==> src/rtl/gameboard_pkg.sv <==
// Shared board geometry, game states, button indices and the placement LFSR taps
// used by the minesweeper game-state engine.
package gameboard_pkg;

    localparam int unsigned BOARD_DIM = 8;
    localparam int unsigned CELLS     = 64;
    localparam int unsigned IDX_W     = 6;
    localparam int unsigned NUM_BTNS  = 6;

    // Press-vector bit positions, lowest priority first
    localparam int unsigned BTN_RIGHT = 0;
    localparam int unsigned BTN_LEFT  = 1;
    localparam int unsigned BTN_DOWN  = 2;
    localparam int unsigned BTN_UP    = 3;
    localparam int unsigned BTN_FLAG  = 4;
    localparam int unsigned BTN_STEP  = 5;

    // Fibonacci taps 8,6,5,4 expressed as bit positions 7,5,4,3
    localparam logic [7:0] LFSR_TAPS = 8'b1011_1000;

    typedef enum logic [1:0] {
        PLACE,
        PLAY,
        LOST,
        WON
    } game_state_e;

    function automatic logic [IDX_W-1:0] cell_idx(input logic [2:0] x, input logic [2:0] y);
        return {y, x};
    endfunction

endpackage

==> src/rtl/button_pulse.sv <==
// Per-button conditioner: optional debounce (DEBOUNCE_EN) followed by a registered
// rising-edge detector producing a single-cycle press pulse.
module button_pulse #(
    parameter logic [19:0] DEBOUNCE_CYCLES = 20'd1_000_000
) (
    input  logic clk,
    input  logic reset,
    input  logic raw,
    output logic pulse
);

    logic level;
    logic prev_q, prev_d;
    logic pulse_q, pulse_d;

    if (DEBOUNCE_CYCLES == 20'd0) begin : g_bad_cycles
        $error("DEBOUNCE_CYCLES must be non-zero");
    end

`ifdef DEBOUNCE_EN
    logic [19:0] cnt_q, cnt_d;
    logic        filt_q, filt_d;

    // Counter runs only while the raw sample disagrees with the filtered level
    always_comb begin
        cnt_d  = '0;
        filt_d = filt_q;
        if (raw != filt_q) begin
            if (cnt_q == DEBOUNCE_CYCLES - 20'd1) begin
                filt_d = raw;
            end else begin
                cnt_d = cnt_q + 20'd1;
            end
        end
    end

    always_ff @(posedge clk) begin
        if (reset) begin
            cnt_q  <= '0;
            filt_q <= 1'b0;
        end else begin
            cnt_q  <= cnt_d;
            filt_q <= filt_d;
        end
    end

    assign level = filt_q;
`else
    assign level = raw;
`endif

    always_comb begin
        prev_d  = level;
        pulse_d = level & ~prev_q;
    end

    always_ff @(posedge clk) begin
        if (reset) begin
            prev_q  <= 1'b0;
            pulse_q <= 1'b0;
        end else begin
            prev_q  <= prev_d;
            pulse_q <= pulse_d;
        end
    end

    assign pulse = pulse_q;

endmodule

==> src/rtl/board_input_ctrl.sv <==
// Minesweeper game-state engine: LFSR mine placement, cursor/flag/step handling and
// the redraw request/ack handshake. Define DEBOUNCE_EN to debounce the buttons.
module board_input_ctrl
    import gameboard_pkg::*;
#(
    parameter int unsigned NUM_MINES       = 10,
    parameter logic [7:0]  LFSR_SEED       = 8'hA5,
    parameter logic [19:0] DEBOUNCE_CYCLES = 20'd1_000_000
) (
    input  logic        clk,
    input  logic        reset,
    input  logic        btn_up,
    input  logic        btn_down,
    input  logic        btn_left,
    input  logic        btn_right,
    input  logic        btn_flag,
    input  logic        btn_step,
    output logic [63:0] mineMap,
    output logic [63:0] flagMap,
    output logic [63:0] stepMap,
    output logic [2:0]  cursor_x,
    output logic [2:0]  cursor_y,
    output logic        game_over,
    output logic        game_won,
    output logic        redraw_req,
    input  logic        redraw_ack
);

    localparam logic [IDX_W-1:0] MINES_TARGET = IDX_W'(NUM_MINES);
    localparam logic [2:0]       COORD_MAX    = 3'(BOARD_DIM - 1);

    if (NUM_MINES < 1 || NUM_MINES > CELLS - 1) begin : g_bad_num_mines
        $error("NUM_MINES must be in 1..63");
    end
    if (LFSR_SEED == 8'd0) begin : g_bad_seed
        $error("LFSR_SEED must be non-zero");
    end

    logic [NUM_BTNS-1:0] raw_btn;
    logic [NUM_BTNS-1:0] press;

    assign raw_btn = {btn_step, btn_flag, btn_up, btn_down, btn_left, btn_right};

    for (genvar i = 0; i < NUM_BTNS; i++) begin : g_btn
        button_pulse #(
            .DEBOUNCE_CYCLES(DEBOUNCE_CYCLES)
        ) u_btn (
            .clk   (clk),
            .reset (reset),
            .raw   (raw_btn[i]),
            .pulse (press[i])
        );
    end

    game_state_e      state_q, state_d;
    logic [7:0]       lfsr_q, lfsr_d;
    logic [IDX_W-1:0] placed_q, placed_d;
    logic [CELLS-1:0] mine_q, mine_d;
    logic [CELLS-1:0] flag_q, flag_d;
    logic [CELLS-1:0] step_q, step_d;
    logic [2:0]       cur_x_q, cur_x_d;
    logic [2:0]       cur_y_q, cur_y_d;
    logic             over_q, over_d;
    logic             won_q, won_d;
    logic             req_q, req_d;

    logic [IDX_W-1:0] cand;
    logic [IDX_W-1:0] cur;
    logic             board_full;
    logic             change;

    assign cand       = lfsr_q[IDX_W-1:0];
    assign cur        = cell_idx(cur_x_q, cur_y_q);
    assign board_full = &(step_q | mine_q);

    always_comb begin
        state_d  = state_q;
        lfsr_d   = {lfsr_q[6:0], ^(lfsr_q & LFSR_TAPS)};
        placed_d = placed_q;
        mine_d   = mine_q;
        flag_d   = flag_q;
        step_d   = step_q;
        cur_x_d  = cur_x_q;
        cur_y_d  = cur_y_q;

        case (state_q)
            PLACE: begin
                if (!mine_q[cand]) begin
                    mine_d[cand] = 1'b1;
                    placed_d     = placed_q + 6'd1;
                end
                if (placed_d == MINES_TARGET) begin
                    state_d = PLAY;
                end
            end
            PLAY: begin
                // A completed board wins before any press of this cycle is considered
                if (board_full) begin
                    state_d = WON;
                end else if (press[BTN_STEP]) begin
                    if (!flag_q[cur] && !step_q[cur]) begin
                        step_d[cur] = 1'b1;
                        if (mine_q[cur]) begin
                            step_d  = step_d | mine_q;
                            state_d = LOST;
                        end
                    end
                end else if (press[BTN_FLAG]) begin
                    if (!step_q[cur]) begin
                        flag_d[cur] = ~flag_q[cur];
                    end
                end else if (press[BTN_UP]) begin
                    if (cur_y_q != 3'd0) cur_y_d = cur_y_q - 3'd1;
                end else if (press[BTN_DOWN]) begin
                    if (cur_y_q != COORD_MAX) cur_y_d = cur_y_q + 3'd1;
                end else if (press[BTN_LEFT]) begin
                    if (cur_x_q != 3'd0) cur_x_d = cur_x_q - 3'd1;
                end else if (press[BTN_RIGHT]) begin
                    if (cur_x_q != COORD_MAX) cur_x_d = cur_x_q + 3'd1;
                end
            end
            default: ;
        endcase
    end

    // Request rises on the same edge as the visible change, so the renderer never
    // sees an updated board with redraw_req low; a coinciding ack is overridden.
    always_comb begin
        over_d = (state_d == LOST);
        won_d  = (state_d == WON);
        change = (mine_d != mine_q) || (flag_d != flag_q) || (step_d != step_q) ||
                 (cur_x_d != cur_x_q) || (cur_y_d != cur_y_q) ||
                 (over_d != over_q) || (won_d != won_q);
        req_d  = req_q;
        if (change) begin
            req_d = 1'b1;
        end else if (redraw_ack) begin
            req_d = 1'b0;
        end
    end

    always_ff @(posedge clk) begin
        if (reset) begin
            state_q  <= PLACE;
            lfsr_q   <= LFSR_SEED;
            placed_q <= '0;
            mine_q   <= '0;
            flag_q   <= '0;
            step_q   <= '0;
            cur_x_q  <= '0;
            cur_y_q  <= '0;
            over_q   <= 1'b0;
            won_q    <= 1'b0;
            req_q    <= 1'b1;
        end else begin
            state_q  <= state_d;
            lfsr_q   <= lfsr_d;
            placed_q <= placed_d;
            mine_q   <= mine_d;
            flag_q   <= flag_d;
            step_q   <= step_d;
            cur_x_q  <= cur_x_d;
            cur_y_q  <= cur_y_d;
            over_q   <= over_d;
            won_q    <= won_d;
            req_q    <= req_d;
        end
    end

    assign mineMap    = mine_q;
    assign flagMap    = flag_q;
    assign stepMap    = step_q;
    assign cursor_x   = cur_x_q;
    assign cursor_y   = cur_y_q;
    assign game_over  = over_q;
    assign game_won   = won_q;
    assign redraw_req = req_q;

endmodule

==> config.mk <==
export PLATFORM = sky130hd
export DESIGN_NAME = board_input_ctrl
export DESIGN_NICKNAME = d
export VERILOG_FILES = /design/src/rtl/gameboard_pkg.sv /design/src/rtl/button_pulse.sv /design/src/rtl/board_input_ctrl.sv
export SDC_FILE = /design/constraint.sdc
export NUM_CORES = 1
export LEC_CHECK = 0
export BUFFER_PORTS_ARGS = -buffer_cell sky130_fd_sc_hd__buf_2
export CORE_MARGIN = 8
export CORE_UTILIZATION = 35
export DETAILED_ROUTE_END_ITERATION = 10
export PLACE_DENSITY = 0.61
export SETUP_SLACK_MARGIN = 0.02
export SKIP_CTS_REPAIR_TIMING = 1
export SYNTH_ARGS = -nofsm -noshare
export SYNTH_HDL_FRONTEND = slang
export SYNTH_SLANG_ARGS = --single-unit
==> constraint.sdc <==
create_clock -name clk -period 6.6 [get_ports clk]
set_input_delay 1.32 -clock clk [delete_from_list [all_inputs] [get_ports clk]]
set_output_delay 1.32 -clock clk [all_outputs]
set_load 0.1 [all_outputs]
==> flow_summary.json <==
{
  "slowest_delay_ps": 1000,
  "synth_seq_cells": 229,
  "ios": 210,
  "ys_async_sr_fraction_pct": 0,
  "worstMarginPinSlew_ps": 1140,
  "grt_use_total_pct": 33.0,
  "hold_violations": 0,
  "critPathKind": "register to register",
  "yosysWarnings": 0,
  "cp.required_ps": 7060,
  "hold_class": "register to register",
  "insertion_delay_ps": 570,
  "drt_iter0_drc": 2068,
  "post-route-util_pct": 41.3,
  "finalSetupViolCount": 0,
  "worst_slew_margin_rel_pct": 23.4,
  "num-nets-final": 1893,
  "post-route-period-util_pct": 81.2,
  "port-buffer-count": 209,
  "ys_types": 76,
  "synth_nets": 1746,
  "instances_no_fill": 2365,
  "synth_edf_count": 0,
  "cap_violations": 0,
  "cts_max_level": 1,
  "globalRoute.totalOverflow": 0,
  "cts-root-buf": "clkbuf_16",
  "irDropWorstVdd_v": 0.000134,
  "cts.sinks": 229,
  "status": "finished, final reports clean",
  "die_h_um": 209,
  "fmax_mhz": 187,
  "fillers": 3874,
  "crit_slowest_cell": "dfxtp_2",
  "gp_congestion": 0.994,
  "p_per_area_mw_per_mm2": 210,
  "drc_errors": 0,
  "place_ws_ps": 1370,
  "synthCells": 1726,
  "crit_family": "compound AO/OA/AOI/OAI gates",
  "startpoint_type": "register",
  "num_vias": 15494,
  "postRouteAntennaNets": 0,
  "cp_cell_sequence": "inv_1 > a221oi_2 > o22ai_1 > a22o_1 > or3b_2 > buf_4 > a2111oi_4 > o211ai_1 > a2111oi_2 > nand4_1 > a211o_1",
  "grt_max_degree": 83,
  "drv_slew": 0,
  "end_kind": "register",
  "die_w_um": 209,
  "synthesis.area_mm2": 0.0131,
  "synth_seq_area_share_pct": 35.0,
  "area_growth_pct": 17.3,
  "fin_crit_ps": 5360,
  "grt_pass1_wl_um": 108000,
  "layout_setup_ws_ps": 1240,
  "timing.hold.ws_ps": 383,
  "antenna_found_initial": 2,
  "clockBufferDepth": 3,
  "clock_skew_ps": 10.6,
  "synth.avg_cell_area_um2": 7.59,
  "routedWlPerCell_um": 32.1,
  "wl_um": 76000,
  "start_util_pct": 35.2,
  "cts.clk_slew.worst_paths_ps": 60,
  "drtPass1Iterations": 6,
  "tns_ps": 0,
  "post-place-cells": 2319,
  "worstPathArrival_ps": 5820,
  "grt_pass1_vias": 14539,
  "drive_gt1_share_pct": 19.4,
  "cts_tree": "built",
  "path_buf_inv": 2,
  "register_area_mm2": 0.00459,
  "dp_hpwl_um": 52800,
  "rsz0062_at_grt": "false",
  "die_area_mm2": 0.0439,
  "worstPathMaxFanout": 49,
  "multi_input_area_mm2": 0.00768,
  "total_leakage_power_uw": 0.00576,
  "core_area_mm2": 0.0372,
  "synth_ff_type": "dfxtp_1",
  "numCtsBuffers": 26,
  "vias_per_cell": 6.55,
  "num_rows": 71
}
## where the power goes
| part | switching, uW | internal [uW] |
|---|---|---|
| logic | 253 | 92.9 |
| registers | 42.7 | 1400 |
| clock network | 635 | 807 |
| total | 931 | 2300 |
## synth_stat cells (4+ instances only)
cell type / number / area share, %
and2_1: 13 / 0.62
nor3_1: 52 / 2.0
clkbuf_1: 82 / 2.3
a22oi_1: 39 / 2.2
o22ai_1: 95 / 4.5
nand3_1: 77 / 2.9
mux2_2: 18 / 1.5
o311a_1: 4 / 0.31
nor3b_1: 5 / 0.29
or2_2: 4 / 0.19
ha_1: 11 / 1.1
or3_1: 6 / 0.29
mux2i_1: 33 / 2.5
and3b_1: 6 / 0.40
a22o_1: 12 / 0.80
dfxtp_1: 229 / 35
nor4_1: 19 / 0.91
o21bai_1: 11 / 0.63
xnor2_1: 8 / 0.53
nor2_1: 194 / 5.6
a211oi_1: 7 / 0.40
nand2b_1: 12 / 0.57
a21oi_1: 198 / 7.6
buf_1: 17 / 0.49
a31oi_1: 8 / 0.38
and3_1: 10 / 0.48
nor2b_1: 42 / 2.0
buf_2: 37 / 1.4
o31ai_1: 4 / 0.23
a221oi_1: 25 / 1.7
inv_1: 60 / 1.7
nand4_1: 12 / 0.57
a2bb2oi_1: 4 / 0.27
a221o_1: 6 / 0.46
mux4_2: 19 / 3.3
xor2_1: 4 / 0.27
o211ai_1: 6 / 0.34
o221ai_1: 8 / 0.53
buf_6: 4 / 0.34
nand2_1: 206 / 5.9
o21ai_0: 63 / 2.4
## cells in the final DEF (no fill, tap or decap), drive strengths merged, types with 7 or more instances in the layout
master	count
a211oi	7
mux2	19
a22o	12
o221ai	8
o22ai	95
nor2b	42
a221oi	28
clkbuf	36
a31oi	8
nor4	19
o21ai	64
xnor2	8
and2	13
buf	262
o21bai	11
nand4	12
dfxtp	229
nand2b	12
inv	62
mux4	19
a22oi	40
and3	10
mux2i	33
ha	11
nor3	52
nand3	77
nand2	206
a21oi	198
nor2	196
## state kept, by name (all words and copies together) (netlist names), 6 cells and up
| signal | cells |
|---|---|
| g_btn.u_btn.prev_q | 6 |
| lfsr_q | 8 |
| mineMap | 64 |
| g_btn.u_btn.pulse | 6 |
| flagMap | 64 |
| placed_q | 6 |
| stepMap | 64 |
## cells by family (layout without fill, tap and decap cells)
group           after synthesis  after routing  synth area share, %
simple gates                667            667                 23.3
compound gates              530            530                 25.9
flops                       229            229                 35.0
buf+inv                     206            370                 6.57
mux                          71             71                 7.42
xor+xnor                     12             12                0.802
fa+ha+maj                    11             11                 1.05
other cells                   0              1                    0
## final timing paths
check / startpoint / to / slack [ps] / depth (start not counted)
hold / removal: g_btn[0].u_btn.prev_q / g_btn[0].u_btn.pulse / 380 / 1
setup reg to reg: cursor_x[1] / redraw_req / 1240 / 11
hold reg to reg: g_btn[0].u_btn.prev_q / g_btn[0].u_btn.pulse / 380 / 1
setup / recovery: cursor_x[1] / redraw_req / 1240 / 11
## stage by stage
| stage | area (um2) | power (uW) |
|---|---|---|
| final | 15400 | 3230 |
| after global routing | 15400 | 3310 |
| after floorplan | 13100 | 1690 |
| after CTS | 15400 | 3230 |
| after global placement | 14600 | 1810 |
| after detailed placement | 14600 | 1810 |
## worst register-to-register path: stages (launching register included)
cell and delay [ps]:
dfxtp_2 1000, inv_1 640, a221oi_2 410, o22ai_1 120, a22o_1 240, or3b_2 790
buf_4 410, a2111oi_4 390, o211ai_1 150, a2111oi_2 620, nand4_1 160, a211o_1 320
## cell type report
type | instances | share of cell area [%]
multi-input cells | 1291 | 50.0
flip-flops and latches | 229 | 29.9
repair buffers | 262 | 9.44
clock buffers | 36 | 4.75
well taps | 474 | 3.86
inverters | 63 | 1.54
clock inverters | 9 | 0.513
diodes | 1 | 0.0163
## layer usage
| metal | wire [um] | vias to the layer above | part of all wire (%) | global-route usage, % |
|---|---|---|---|---|
| li1 | - | 6547 | - | - |
| met1 | 29500 | 7499 | 39 | 41.7 |
| met2 | 32800 | 1162 | 43 | 50.4 |
| met3 | 8870 | 286 | 12 | 8.52 |
| met4 | 4850 | 0 | 6.4 | 18.7 |
| met5 | 0 | - | 0 | 0 |
(Power assumes the default switching activity.)
